<file path="src/rtl/i2c_pkg.sv">
// Shared definitions for the I2C subordinate interface.
package i2c_pkg;

    // Bus state as seen by the SCL-domain bit counter.
    typedef enum logic {
        IDLE   = 1'b0,
        ACTIVE = 1'b1
    } cc_state_t;

    // One frame is 8 data bits followed by the ACK slot.
    localparam int I2C_FRAME_LEN = 9;
    localparam int I2C_CNT_W     = 4;

endpackage : i2c_pkg

</file>
<file path="src/rtl/clock_count.sv">
// SCL-domain bit counter for the I2C subordinate interface.
//
//   state  | meaning
//   -------+-----------------------------------------------------------
//   IDLE   | no transfer in progress, count held at 0
//   ACTIVE | counting bits of the current frame, 0..FRAME_LEN-1
//
// count=0 is the MSB of the data byte, count=FRAME_LEN-1 is the ACK slot.
// START (including repeated START, i.e. start and stop together) restarts
// the frame; STOP returns to IDLE. Both strobes are level-sampled on the
// rising edge of scl, so holding either one keeps count at 0.
module clock_count
    import i2c_pkg::*;
#(
    parameter int FRAME_LEN = I2C_FRAME_LEN,
    parameter int CNT_W     = I2C_CNT_W
) (
    input  logic             scl,
    input  logic             rst,
    input  logic             start,
    input  logic             stop,
    output logic [CNT_W-1:0] count
);

    localparam logic [CNT_W-1:0] LAST_BIT = CNT_W'(FRAME_LEN - 1);

    cc_state_t        state_q, state_d;
    logic [CNT_W-1:0] count_q, count_d;

    // Next-state and next-count: start beats stop beats normal counting.
    always_comb begin
        state_d = state_q;
        count_d = count_q;
        if (start) begin
            state_d = ACTIVE;
            count_d = '0;
        end else if (stop) begin
            state_d = IDLE;
            count_d = '0;
        end else if (state_q == ACTIVE) begin
            count_d = (count_q == LAST_BIT) ? '0 : count_q + 1'b1;
        end else begin
            count_d = '0;
        end
    end

    // State and count registers with synchronous reset taking priority.
    always_ff @(posedge scl) begin
        if (rst) begin
            state_q <= IDLE;
            count_q <= '0;
        end else begin
            state_q <= state_d;
            count_q <= count_d;
        end
    end

    assign count = count_q;

    // The wrap compare is exact, so count never exceeds the ACK slot and
    // IDLE always presents bit 0.
    a_count_in_range : assert property (@(posedge scl) disable iff (rst)
        count_q <= LAST_BIT);
    a_idle_zero : assert property (@(posedge scl) disable iff (rst)
        (state_q == IDLE) |-> (count_q == '0));

endmodule : clock_count

</file>
<file path="config.mk">
export PLATFORM = sky130hd
export DESIGN_NAME = clock_count
export DESIGN_NICKNAME = d
export VERILOG_FILES = /design/src/rtl/i2c_pkg.sv /design/src/rtl/clock_count.sv
export SDC_FILE = /design/constraint.sdc
export NUM_CORES = 1
export LEC_CHECK = 0
export ABC_AREA = 1
export CORE_AREA = 2 2 39 41
export DETAILED_ROUTE_END_ITERATION = 10
export DIE_AREA = 0 0 41 43
export GPL_ROUTABILITY_DRIVEN = 0
export SYNTH_ARGS = -nofsm -noshare
export SYNTH_HDL_FRONTEND = slang
export SYNTH_SLANG_ARGS = --single-unit
</file>
<file path="constraint.sdc">
create_clock -name scl -period 2.6 [get_ports scl]
set_input_delay 0.26 -clock scl [delete_from_list [all_inputs] [get_ports scl]]
set_output_delay 0.26 -clock scl [all_outputs]
set_load 0.01 [all_outputs]
</file>
Word-level counts from Yosys, hierarchy flattened
Index checks and enable logic that the tools add are counted.
- bits in registers: 5
- bits in latches: 0
- bits in writable memories: 0
- bits in read-only memories: 0
- input port bits: 4
- output and inout bits: 4
- logic and storage cells: 9
- memories kept: 0
- $add $sub $neg: 1
- $mul: 0
- divide/modulo/power cells: 0
- magnitude comparators: 0
- equal/unequal tests: 1
- shift-type cells: 0
- muxes and demuxes: 2
- bitwise operators: 1
- reductions and logical operators: 2
- operator list (operator ; number):
    OR reduction 5 bit ; 1
    adder 4 x 1 -> 4 bit (second input constant) ; 1
    == test 4 bit (second input constant) ; 1
    2-to-1 mux 1 bit ; 2
    nonzero test 2 bit ; 1
    NOT 1 bit ; 1

Longest topological paths before layout
Gate-level depths: netlist (run 1).
- depth after elaboration: 2
- mapped depth: 5
- mapped depth without buffers: 5

Least setup slack after synthesis (run 1)
No wires, ideal clock.
- path type: reg-to-reg
- from: register count_q[0] (netlist: count[0])
- to: register count_q[3] (netlist: count[3])
- setup time: 64 ps
- arrival time: 920 ps
- data required time: 2536 ps
- slack: 1616 ps
- stages on the path, launching flop included: 6
- path buffers: 0
- clock period less this slack: 984 ps
- cells stage by stage: dfxtp_1 -> inv_1 -> ha_1 -> nand3_2 -> nand3_2 -> nor2_1
- cells in the longest elaborated chain, start to end: 2
- elaborated cells on any way between the ends: 3
- classes of those cells: 1 x add/sub; 1 x eq/ne; 1 x reduce/logical
- RTL lines (what ; line ; source):
    start: declaration ; clock_count.sv:28 ; logic [CNT_W-1:0] count_q, count_d;
    start signal: assignment ; clock_count.sv:54 ; count_q <= count_d;
    parallel branches: the longest is 2 deep, another holds adder 4 x 1 -> 4 bit ; n/a ;
Parallel ways; which one is timed is not known.
A chain may end at the register's enable or synchronous reset.

Worst setup path in the final report (run 1)
- from: register count_q[2] (netlist: count[2])
- to: output port count[2]
- RTL lines (what ; line ; source):
    end: declaration ; clock_count.sv:22 ; output logic [CNT_W-1:0] count
No word-level cell between the ends.

==> impl_metrics.ini, run 1 <==
[die]
rows = 14
start_util = 0.1700
die_w_um = 41
die-area_um2 = 1763
core_um2 = 1384
num_io_pins = 8
fp.dieH_um = 43

[flow_run]
drv_cap = 0

[detailed_routing]
ant_nets = 0
m1WireLength_um = 182
wl_met2_um = 204
drc = 0
dr.pass1.iters = 4
wl_per_cell_um = 8.182
drt_wl_total_um = 450
dr.first_iter.drc_count = 3
avgViaCountPerCell = 3.527
wl_met3_um = 56
vias = 194
topRoutingLayerUsed = met4

[clock_tree]
root_buffer = clkbuf_4
htree_num_levels = 1
cts.sinks = 5
hold_buffers = 0
path_clk_slew_ns = 0.05
numCtsBuffers = 3
cts_buffer_depth = 2
cts_setup_buffers = 0
clkLatencyLatePin_ns = 0.24
cts_tree = yes
cts_resized = 0

[pwr]
p_total_mw = 0.1806
power.density_nw_per_um2 = 513.6
power.leakage_nw = 0.1275
vdd.ir_drop.worst_v = 0.0002416

[global_route]
grt_first_pass_wirelength_um = 703
antenna_found_initial = 0
grt.total_usage = 0.06332
overflow = 0
first_global_vias = 196
grt_max_degree = 7

[cells_and_area]
synthToLayoutAreaGrowth_pct = 49.47
finalNetCount = 46
final_common_cell = clkdlybuf4s50_1
fillCellCount = 146
stdcell_count = 55
final_cell_mix = clkdlybuf4s50_1, nor2_1, inv_1, dfxtp_1, clkbuf_4
final_area_um2 = 351.6
antennaDiodeCount = 0
layout-drive-gt1-share = 0.2051

[setup_path]
cp-end-kind = primary output
path_max_fanout = 5
slowest_delay_ns = 0.58
critPathBufInv = 1
cp.required_ns = 2.34
crit_slowest_cell = clkdlybuf4s50_1
start_kind = flip-flop
crit_path_cell_trace = clkdlybuf4s50_1
critical_path_class = flip-flop to primary output
reg2reg_depth = 5
crit_family = buffers and inverters
worstSetupPathDepth = 1
cp.arrival_ns = 1.23

[logic_synthesis]
avgSynthCellArea_um2 = 8.401
ys_warn_count = 0
ys_seq_area_frac = 0.4255
yosys.area.top_type = dfxtp_1
synthesis.area_um2 = 235.2
yosysUniqueCellTypes = 12
synth-seq-cells = 5
syn_inst = 28
synth_top_area_frac = 0.4255
synthTopCellsByArea = dfxtp_1, ha_1, nor2_1, nand3_2, inv_1
synth_nets = 34

[min_path]
min_path_cells = 1
holdCritPathClass = flip-flop to flip-flop

[timing]
slew_viol_final = 0
period_needed_ns = 1.490
max_freq_mhz = 671.1
hold_viol_final = 0
tightest_slew_ns = 0.1931
rsz0062_at_grt = no
setup_viol = 0
fin_skew_ns = 0.003768
period_share = 0.5731
max_slew_margin = 0.8711
tns_ns = 0

[run_status]
status = finished clean

[placed_design]
port_buffers = 7
place_area_um2 = 325.3
dp_cells = 51
hpwl_um = 345
Yosys cell counts:
master / instances
nand3_2: 2
inv_2: 1
nor2_1: 6
nor2_2: 1
nand2_1: 2
dfxtp_1: 5
nand3_1: 1
nor2_4: 1
inv_1: 5
xnor2_1: 1
nand4_1: 1
ha_1: 2
stage by stage:
step                      worst slack [ns]  utilization  hold WS (ns)
after CTS                            1.097       0.2541        0.4906
after floorplan                      1.616            -        0.3324
final                                1.110       0.2541        0.4817
after global routing                 1.063       0.2541        0.5127
after detailed placement             1.363       0.2351        0.4793
after global placement               1.352       0.2351        0.4694
sequential cells by signal, indices dropped and copies added, names as in the netlist:
name and flops:
count 4, state_q 1
cell type report:
type	instances	area, um2	share of cell area
clock buffer	4	26.28	0.07473
sequential	5	100.1	0.2847
inverter	6	22.52	0.06406
timing repair buffer	7	70.07	0.1993
multi-input combinational	17	112.6	0.3203
tap	16	20.02	0.05694
layer usage:
metal	vias up	global-route usage
li1	106	-
met1	79	0.06129
met2	7	0.08750
met3	2	0.06806
met4	0	0.02000
met5	-	0
final timing paths:
| path | startpoint | end | slack [ns] |
|---|---|---|---|
| setup / recovery | count[2] | count[2] | 1.11 |
| hold / removal | count[0] | count[0] | 0.48 |
| setup reg to reg | count[0] | count[3] | 1.59 |
| hold reg to reg | count[0] | count[0] | 0.48 |
kinds of logic after synthesis:
logic type,count (synthesis),share of synthesized area
xor+xnor,1,0.03724
fa+ha+maj,2,0.1064
buf+inv,6,0.09574
flops,5,0.4255
simple gates,14,0.3351
report_power, final:
group,internal (mW),total (mW),switching [mW],leakage (nW)
Clock,0.0580,0.0902,0.0321,0.0150
Sequential,0.0783,0.0790,0.000707,0.0406
Combinational,0.00650,0.0114,0.00487,0.0719
Total,0.143,0.181,0.0377,0.128
Note: power is estimated with default switching activity, not from simulation.
==> run 2, diff against run 1 <==
clock period = 1.35 ns   (was 2.6 ns; I/O delays follow)
==> run 2 against run 1 <==
Effect of this change: core utilization up 0.36 points; first-iteration DRC count unchanged; worst hold slack worse by 0.030 ns; sequential cell count unchanged; sequential power up 92%; via count down 0.52%.
==> impl_metrics.ini, run 2 (synthesis results as in run 1) <==
[run_status]
status = finished clean

[setup_path]
cp.arrival_ns = 1.14
slowest_delay_ns = 0.54
path_max_fanout = 6
cp.required_ns = 1.22
critical_path_class = flip-flop to primary output
cp-end-kind = primary output
reg2reg_depth = 5
critPathBufInv = 1
crit_family = buffers and inverters
r2r_end = count[3]
crit_path_cell_trace = clkdlybuf4s50_1
start_kind = flip-flop
regToRegSetupSlack_ns = 0.38
r2r-start = count[1]
crit_slowest_cell = clkdlybuf4s50_1

[detailed_routing]
drc = 0
wl_per_cell_um = 8.327
ant_nets = 0
dr.pass1.iters = 4
avgViaCountPerCell = 3.509
drt_wl_total_um = 458
vias = 193
dr.first_iter.drc_count = 3

[timing]
max_slew_margin = 0.8744
hold_slack_ns = 0.4519
period_needed_ns = 1.276
slew_viol_final = 0
period_share = 0.9453
rsz0062_at_grt = no
tns_ns = 0
tightest_slew_ns = 0.1881
fin_skew_ns = 0.003694
hold_viol_final = 0
setup_viol = 0
max_freq_mhz = 783.6

[cells_and_area]
final_common_cell = nor2_1
final_area_um2 = 356.6
antennaDiodeCount = 0
largest_reg_flops = 4
layout-drive-gt1-share = 0.2308
finalNetCount = 46
synthToLayoutAreaGrowth_pct = 51.60
final_cell_mix = nor2_1, inv_1, dfxtp_1, clkdlybuf4s50_1, clkbuf_4

[flow_run]
drv_cap = 0

[clock_tree]
cts_tree = yes
path_clk_slew_ns = 0.04
cts_buffer_depth = 2
htree_num_levels = 1
cts_setup_buffers = 0
numCtsBuffers = 3
clkLatencyLatePin_ns = 0.24
root_buffer = clkbuf_4
cts.sinks = 5

[min_path]
holdCritPathClass = flip-flop to flip-flop
min_path_cells = 1
worstHoldEndpoint = count[0]
hp-start = count[0]

[global_route]
grt_first_pass_wirelength_um = 703
overflow = 0
antenna_found_initial = 0
grt.total_usage = 0.06332
first_global_vias = 196
grt_max_degree = 7

[die]
start_util = 0.1700
core_um2 = 1384
fp.dieH_um = 43
die_w_um = 41
num_io_pins = 8
die-area_um2 = 1763
rows = 14

[pwr]
power.density_nw_per_um2 = 975.2
power.leakage_nw = 0.1704
vdd.ir_drop.worst_v = 0.0004647

[placed_design]
hpwl_um = 345
place_area_um2 = 325.3
port_buffers = 7
run 2: cell count changes in the layout (fill, tap and decap cells not counted), sizes merged:
cell and change:
clkdlybuf4s50 -3, dlymetal6s2s +2, dlygate4sd2 +1
run 2: power breakdown:
part           total, mW  internal (mW)  switching (mW)  leakage [nW]
clock              0.174          0.112          0.0618        0.0150
combinational     0.0219         0.0125         0.00939         0.114
sequential         0.152          0.151         0.00136        0.0411
run 2: layer usage:
metal / track usage / part of all wire / vias to the layer above
met2: 0.08750 / 0.45 / 7
met4: 0.02000 / 0.011 / 0
met3: 0.06806 / 0.13 / 2
met1: 0.06129 / 0.40 / 78
met5: 0 / 0 / -
li1: - / - / 106
run 2: final cells by class:
cell class              count  area (um2)
flip-flops and latches      5       101.3
well taps                  16       20.02
inverters                   6       22.52
repair buffers              7       73.82
multi-input cells          17       112.6
fillers                   149        1027
clock buffers               4       26.28
run 2: repair_timing:
action,CTS,global route
hold buffers,0,0
gates resized for setup,2,2
endpoints found under the setup margin,2,2
endpoints found under the hold margin,0,0
run 2: worst max path at each step:
| stage | endpoint | slack (ns) | from | depth (start not counted) |
|---|---|---|---|---|
| after global routing | count[0] | 0.04 | count[0] | 1 |
| after global placement | count[2] | 0.23 | count[2] | 1 |
| final | count[0] | 0.07 | count[0] | 1 |
| after detailed placement | count[2] | 0.24 | count[2] | 1 |
| after CTS | count[1] | 0.02 | count[1] | 1 |
| after floorplan | count[3] | 0.37 | count[0] | 5 |
run 2: per-stage QoR:
step                utilization  worst slack [ns]  instances  power (mW)
finish                   0.2577           0.07380         55      0.3477
global placement         0.2351            0.2265         51      0.1765
global route             0.2577           0.03716         55      0.3648
CTS                      0.2541           0.01527         55      0.3575
detailed placement       0.2351            0.2383         51      0.1766
floorplan                     -            0.3657         28      0.1633
